===== src/rtl/mem_arbiter_burst.sv =====
`timescale 1ns/1ps
// mem_arbiter_burst
//
// Purpose:
//   Shares one burst memory port between the L1 icache and dcache.
//   A granted cacheline transfer is split into BEATS beats of BEAT_WIDTH
//   bits. Read beats are reassembled into a line buffer and handed back to
//   the requesting cache together with a single-cycle resp pulse.
//   The dcache always has priority over the icache, and a dcache writeback
//   has priority over a dcache read.
//
// Ports:
//   clk        system clock, all state changes on the rising edge
//   rst        asynchronous, active-low reset
//   i_read     icache line read request, held until i_resp
//   i_addr     icache line address
//   i_rdata    assembled line for the icache (valid while i_resp is high)
//   i_resp     one-cycle completion pulse to the icache
//   d_read     dcache line read request, held until d_resp
//   d_write    dcache writeback request, held until d_resp
//   d_addr     dcache line address
//   d_wdata    dcache writeback line
//   d_rdata    assembled line for the dcache (valid while d_resp is high)
//   d_resp     one-cycle completion pulse to the dcache
//   mem_read   burst read request to memory
//   mem_write  burst write request to memory
//   mem_addr   line-aligned burst address
//   mem_wdata  current write beat
//   mem_rdata  current read beat from memory
//   mem_resp   memory accepted / delivered one beat this cycle
module mem_arbiter_burst #(
  parameter int ADDR_WIDTH = 32,
  parameter int LINE_WIDTH = 256,
  parameter int BEAT_WIDTH = 64
) (
  input  logic                  clk,
  input  logic                  rst,
  input  logic                  i_read,
  input  logic [ADDR_WIDTH-1:0] i_addr,
  output logic [LINE_WIDTH-1:0] i_rdata,
  output logic                  i_resp,
  input  logic                  d_read,
  input  logic                  d_write,
  input  logic [ADDR_WIDTH-1:0] d_addr,
  input  logic [LINE_WIDTH-1:0] d_wdata,
  output logic [LINE_WIDTH-1:0] d_rdata,
  output logic                  d_resp,
  output logic                  mem_read,
  output logic                  mem_write,
  output logic [ADDR_WIDTH-1:0] mem_addr,
  output logic [BEAT_WIDTH-1:0] mem_wdata,
  input  logic [BEAT_WIDTH-1:0] mem_rdata,
  input  logic                  mem_resp
);

  localparam int BEATS       = LINE_WIDTH / BEAT_WIDTH;
  localparam int BEAT_BITS   = (BEATS > 1) ? $clog2(BEATS) : 1;
  localparam int OFFSET_BITS = $clog2(LINE_WIDTH / 8);
  localparam logic [BEAT_BITS-1:0] LAST_BEAT = BEAT_BITS'(BEATS - 1);

  typedef enum logic [2:0] {
    IDLE,
    IRD,
    DRD,
    DWR,
    RESP_I,
    RESP_D
  } state_t;

  state_t                state;
  state_t                state_next;
  logic [BEAT_BITS-1:0]  beat;
  logic [LINE_WIDTH-1:0] line;
  logic [ADDR_WIDTH-1:0] addr;
  logic                  in_burst;
  logic                  last_beat;

  assign in_burst  = (state == IRD) || (state == DRD) || (state == DWR);
  assign last_beat = in_burst && mem_resp && (beat == LAST_BEAT);

  // State register. Because every output is decoded from the state and the
  // reset-cleared datapath, pulling rst low forces all outputs to zero
  // immediately, even in the middle of a burst.
  always_ff @(posedge clk or negedge rst) begin
    if (!rst) begin
      state <= IDLE;
    end else begin
      state <= state_next;
    end
  end

  // Next-state logic. Requests are only looked at in IDLE, so anything the
  // caches do to their request, address or data lines after the grant has
  // no effect until the burst and its resp cycle are over. The resp states
  // always last one cycle, which guarantees at least one IDLE cycle between
  // bursts in which fresh requests are sampled.
  always_comb begin
    state_next = state;
    case (state)
      IDLE: begin
        if (d_write) begin
          state_next = DWR;
        end else if (d_read) begin
          state_next = DRD;
        end else if (i_read) begin
          state_next = IRD;
        end
      end
      IRD: begin
        if (last_beat) begin
          state_next = RESP_I;
        end
      end
      DRD, DWR: begin
        if (last_beat) begin
          state_next = RESP_D;
        end
      end
      RESP_I, RESP_D: begin
        state_next = IDLE;
      end
      default: begin
        state_next = IDLE;
      end
    endcase
  end

  // Datapath: the address and (for writebacks) the line are captured at the
  // grant. During a burst the beat counter only moves on mem_resp, so wait
  // states from memory simply hold the current beat. Read beats are dropped
  // into the line buffer least-significant beat first; a writeback never
  // touches the buffer, which is why d_rdata echoes the written line.
  always_ff @(posedge clk or negedge rst) begin
    if (!rst) begin
      beat <= '0;
      line <= '0;
      addr <= '0;
    end else begin
      if (state == IDLE) begin
        beat <= '0;
        if (d_write) begin
          addr <= d_addr;
          line <= d_wdata;
        end else if (d_read) begin
          addr <= d_addr;
        end else if (i_read) begin
          addr <= i_addr;
        end
      end else if (in_burst && mem_resp) begin
        beat <= (beat == LAST_BEAT) ? '0 : beat + 1'b1;
        if (state != DWR) begin
          line[beat*BEAT_WIDTH +: BEAT_WIDTH] <= mem_rdata;
        end
      end
    end
  end

  assign mem_read  = (state == IRD) || (state == DRD);
  assign mem_write = (state == DWR);
  assign mem_addr  = in_burst ? {addr[ADDR_WIDTH-1:OFFSET_BITS], {OFFSET_BITS{1'b0}}} : '0;
  assign mem_wdata = (state == DWR) ? line[beat*BEAT_WIDTH +: BEAT_WIDTH] : '0;
  assign i_resp    = (state == RESP_I);
  assign d_resp    = (state == RESP_D);
  assign i_rdata   = line;
  assign d_rdata   = line;

endmodule

===== config.mk =====
export PLATFORM = sky130hd
export DESIGN_NAME = mem_arbiter_burst
export DESIGN_NICKNAME = d
export VERILOG_FILES = /design/src/rtl/mem_arbiter_burst.sv
export SDC_FILE = /design/constraint.sdc
export NUM_CORES = 1
export LEC_CHECK = 0
export ABC_AREA = 1
export CAP_MARGIN = 0
export CORE_AREA = 2 2 386 388
export CTS_CLUSTER_SIZE = 28
export DETAILED_ROUTE_END_ITERATION = 8
export DIE_AREA = 0 0 388 390
export SYNTH_ARGS = -nofsm -noshare
export SYNTH_HDL_FRONTEND = slang
export SYNTH_SLANG_ARGS = --single-unit

===== constraint.sdc =====
create_clock -name clk -period 2.7 [get_ports clk]
set_clock_uncertainty 0.1 [all_clocks]
set_input_delay 0.27 -clock clk [delete_from_list [all_inputs] [get_ports clk]]
set_output_delay 0.27 -clock clk [all_outputs]
set_load 0.02 [all_outputs]

---- Word-level counts from Yosys, hierarchy flattened ----
Cells that the tools add are included.
word-level totals
  word-level logic and storage cells ...... 51
  output and inout bits ................... 612
  input bits .............................. 390
  flip-flop bits (word level) ............. 293
cells by class
  mux-type cells .......................... 19
  reductions and logical operators ........ 12
  equality and inequality tests ........... 11
  shift-type cells ........................ 3
  add/subtract/negate cells ............... 2
operators with widths
  operator                     number
  $mux W256                    4
  $bwmux W256                  1
  $shift A64 B34 Y256 const A  1
  $shiftx A256 B9 Y64          1
  $shiftx A64 B34 Y256         1
  $mux W32                     4
  $mux W64                     1
  $neg A8 Y34                  1
  $mux W3                      5
  $pmux W3 S3                  1
  $eq A3 B2 Y1 const B         2
  $eq A3 B3 Y1 const B         2
  $mux W2                      3
  $ne A2 B2 Y1 const B         3
  $reduce_and A3 Y1            2
  $ne A4 B4 Y1 const B         1
  $reduce_bool A2 Y1           2
  $eq A3 B1 Y1 const B         1
  $logic_not A3 Y1             1
  $ne A3 B2 Y1 const B         1
  $reduce_bool A3 Y1           1
  $add A2 B1 Y2 const B        1
  $eq A2 B2 Y1 const B         1
  $logic_and A1 B1 Y1          2
  other kinds (3)              4

---- Logic depth before layout (Yosys ltp) ----
  depth in word-level cells ............... 7
  mapped depth ............................ 14
  depth with buffers taken out ............ 9

---- Least setup slack after synthesis ----
No wires, ideal clock.
  path kind ............................... reg-to-reg
  start point ............................. register beat[0]
  end point ............................... register line[14], in the netlist d_rdata[14]
  cell stages (with the launch flop) ...... 14
  library setup time ...................... 0.066 ns
  required time ........................... 2.534 ns
  arrival ................................. 2.190 ns
  slack ................................... 0.344 ns
  clock period less this slack ............ 2.356 ns
  buffers on the path ..................... 5
  path through ............................ dfrtp_1 > buf_2 > inv_2 > buf_2 > clkbuf_1 > ha_1 > clkbuf_1 > clkbuf_1 > nand2_1 > nor2_1 > nand2_1 > nand2_1 > nand3_1 > nand2_1
between the ends
  longest elaborated chain between the ends .. 6
ends and longest elaborated chain
  element                                                             RTL line  RTL
  start: declaration                                                  72        logic [BEAT_BITS-1:0] beat;
  start signal: assignment                                            150       beat <= (beat == LAST_BEAT) ? '0 : beat + 1'b1;
  $neg A8 Y34 (*)                                                     152       line[beat*BEAT_WIDTH +: BEAT_WIDTH] <= mem_rdata;
  $shiftx A64 B34 Y256 / $shift A64 B34 Y256 (equally long branches)  152
  $bwmux W256 (*)                                                     152
  $mux W256 (*)                                                       151       if (state != DWR) begin
  $mux W256 (*)                                                       149       end else if (in_burst && mem_resp) begin
  $mux W256 (*)                                                       139       if (state == IDLE) begin
  end signal: assignment                                              143       line <= d_wdata;
  end signal: indexed assignment                                      152
  end: declaration                                                    73        logic [LINE_WIDTH-1:0] line;
Every way passes the cells marked *; elsewhere a longest branch is shown, timed or not. The select of a mux whose other input is x is not followed.
A chain may end at the register's enable or synchronous reset.

---- Worst setup path in the final report ----
  start point ............................. register beat[0]
  end point ............................... output mem_wdata[48]
between the ends
  longest elaborated chain between the ends .. 2
ends and longest elaborated chain
  element              RTL line  RTL
  $shiftx A256 B9 Y64  161       assign mem_wdata = (state == DWR) ? line[beat*BEAT_WIDTH +: BEAT_WIDTH] : '0;
  $mux W64             161
  end: declaration     51        output logic [BEAT_WIDTH-1:0] mem_wdata,
No other way between the ends.

==> flow_metrics.env <==
export IMPL_status="finished, violations left"
export IMPL_violations="setup timing"
export IMPL_vdd_ir_drop_worst_mv=0.692
export IMPL_path_cells="buf_6 -> buf_16 -> buf_16 -> nor2_1 -> nor2_2 -> o21ai_2 -> a21oi_2 -> buf_12"
export IMPL_fin_crit_sh_pct=100
export IMPL_wl_met2_um=79800
export IMPL_avgSynthCellArea_um2=6.12
export IMPL_grt_max_degree=114
export IMPL_dr_max_layer_used="met5"
export IMPL_chipHeight_um=390
export IMPL_std_cell_rows=141
export IMPL_placed_area_um2=32400
export IMPL_setup_viol=1
export IMPL_initial_core_util_pct=14.6
export IMPL_cp_required_ns=2.33
export IMPL_pin_count=1002
export IMPL_seq_area_um2=7220
export IMPL_crit_path_start_kind="flip-flop"
export IMPL_clk_latency_ns=0.61
export IMPL_finalHoldViolCount=0
export IMPL_first_pass_iters=7
export IMPL_hold_class="in2async"
export IMPL_drc=0
export IMPL_via_count=27600
export IMPL_min_period_ns=2.71
export IMPL_htree_levels=2
export IMPL_cts_root_buf="clkbuf_16"
export IMPL_tightest_slew_ns=0.782
export IMPL_cts_tree="built"
export IMPL_grt_first_pass_wirelength_um=221000
export IMPL_grt_usage_pct=20.7
export IMPL_ys_warn_count=0
export IMPL_critPathMaxFanout=6
export IMPL_dp_hpwl_um=124000
export IMPL_rr_startpoint="beat[0]"
export IMPL_ys_ff_latch=288
export IMPL_numCtsBuffers=42
export IMPL_layout_nets=4598
export IMPL_gr_total_overflow=0
export IMPL_clock_path_buffers=3
export IMPL_yosys_area_top_type="dfrtp_1"
export IMPL_rsz0062_at_grt="yes"
export IMPL_antenna_found_initial=51
export IMPL_cp_data_arrival_time_ns=2.34
export IMPL_n_fill_cell=16400
export IMPL_fmax_mhz=369
export IMPL_multiInputGateArea_um2=11500
export IMPL_syn_area_um2=21400
export IMPL_final_setup_tns_ns=-0.00655
export IMPL_crit_family="buffers and inverters"
export IMPL_maxSlewHeadroom_pct=47.9
export IMPL_final_layout_size_suffix_gt1_share_pct=10.9
export IMPL_path_class="reg2out"
export IMPL_fin_cells=6181
export IMPL_met1_length_um=68200
export IMPL_cp_common_cell="buf_16"
export IMPL_synth_distinct_cells=24
export IMPL_final_cell_area_um2=35400
export IMPL_synth_area_leaders="dfrtp_1 (34%), nand2_1 (24%), nand3_1 (11%)"
export IMPL_first_iter_violations=2787
export IMPL_wl_per_cell_um=27.4
export IMPL_grt_pass1_vias=25800
export IMPL_wl_um=169000
export IMPL_reg2reg_depth=12
export IMPL_p_leak_nw=16.2
export IMPL_yosysSeqAreaShare_pct=33.6
export IMPL_cp_num_buf_inv=4
export IMPL_die_width_um=388
export IMPL_power_density_nw_per_um2=1340
export IMPL_cts_sinks=288
export IMPL_netlist_area_leader_share_pct=33.6
export IMPL_syn_to_final_growth_pct=65.2
export IMPL_via_per_inst=4.47
export IMPL_hold_worst_slack_ns=0.124
export IMPL_place_congestion=0.942
export IMPL_dp_cells=6013
export IMPL_slowest_stage="dfrtp_4"
export IMPL_io_buffer_count=986
export IMPL_detail_route_antenna_nets=0
export IMPL_end_kind="primary output"
export IMPL_synth_cells=3502
export IMPL_max_stage_delay_ns=0.50
export IMPL_startpoint="beat[0]"
export IMPL_path_clk_slew_ns=0.06
export IMPL_cap_violations=0
export IMPL_crit_cells=8
export IMPL_final_max_slew_viol_count=0
export IMPL_core_area_um2=147000
export IMPL_fp_dieArea_um2=151000
export IMPL_fin_ws_ns=-0.00655
export IMPL_dr_wl_met3_um=16200
placed cells by master, fill, tap and decap left out, drive strengths merged:
master / n
nand2: 1381
clkdlybuf4s50: 892
nor2: 548
nand3: 450
dfrtp: 288
buf: 240
o21ai: 186
clkbuf: 71
a21oi: 67
inv: 44
dlygate4sd2: 29
diode: 19
clkinv: 12
conb: 5
ha: 5
or2: 3
clkinvlp: 2
bufinv: 2
bufbuf: 2
nor3: 1
nand4: 1
o21bai: 1
a31oi: 1
dlygate4sd3: 1
per-stage QoR:
step	total power, mW	setup slack (ns)	util (%)
after CTS	45.2	-0.184	23.3
final	47.5	-0.00655	24.1
after floorplan	23.1	0.344	-
after global routing	49.6	-0.140	24.1
after detailed placement	38.4	-0.00999	22.0
after global placement	38.3	0.00689	22.0
cell families (layout without fill, tap and decap cells):
group,after synthesis,in the layout,synth area share (%)
other,1,24,0.0175
flip-flops,288,288,33.6
AND/OR/NAND/NOR,2384,2384,44.5
AO/OA/AOI/OAI,255,255,6.00
adder cells (fa/ha/maj),5,5,0.292
buffers and inverters,569,1295,15.5
cell type report:
class	instances	area share, %
multi-input cells	2649	32.5
inverters	41	0.505
well taps	1930	6.82
repair inverters	1	0.0318
clock buffers	55	3.25
diodes	19	0.134
flip-flops and latches	288	20.4
clock inverters	18	0.473
repair buffers	1180	35.9
worst paths after layout:
| check | to | slack, ns |
|---|---|---|
| hold / removal | addr[20] | 0.12 |
| min in group clk | d_rdata[192] | 0.21 |
| hold reg to reg | addr[27] | 0.44 |
| setup reg to reg | d_rdata[221] | 0.09 |
| setup / recovery | mem_wdata[48] | -0.007 |
| max in group asynchronous | d_rdata[94] | 1.35 |
report_power, final:
group	leakage, nW	total (mW)	switching [mW]	internal (mW)
Combinational	11.7	33.2	20.9	12.3
Sequential	3.86	8.64	2.83	5.81
Clock	0.651	5.64	2.45	3.19
synthesized netlist by cell type, drive strengths merged:
cell and count:
a21oi 67, clkbuf 84, dfrtp 288, conb 1, o21bai 1, o21ai 186, nand2 1381, ha 5
nor3 1, or2 3, nor2 548, nand3 450, inv 41, buf 444, nand4 1, a31oi 1
routing by layer:
| metal | up-vias | global-route usage [%] |
|---|---|---|
| met3 | 263 | 5.09 |
| met5 | - | 0 |
| li1 | 12200 | - |
| met1 | 13400 | 26.7 |
| met2 | 1755 | 34.2 |
| met4 | 32 | 5.62 |
flip-flops by register name, indices dropped and copies added (netlist names):
name     flops
beat         2
addr        27
d_rdata    256
state        3
timing repair:
item,4_1_cts,5_1_grt
setup buffers,19,33
setup endpoints to repair,93,60
gates cloned,6,21
endpoints found under the hold margin,94,0
pin swaps,12,78
resized for setup,263,263
hold buffers,1,0
Note: power is estimated with default switching activity, not from simulation.
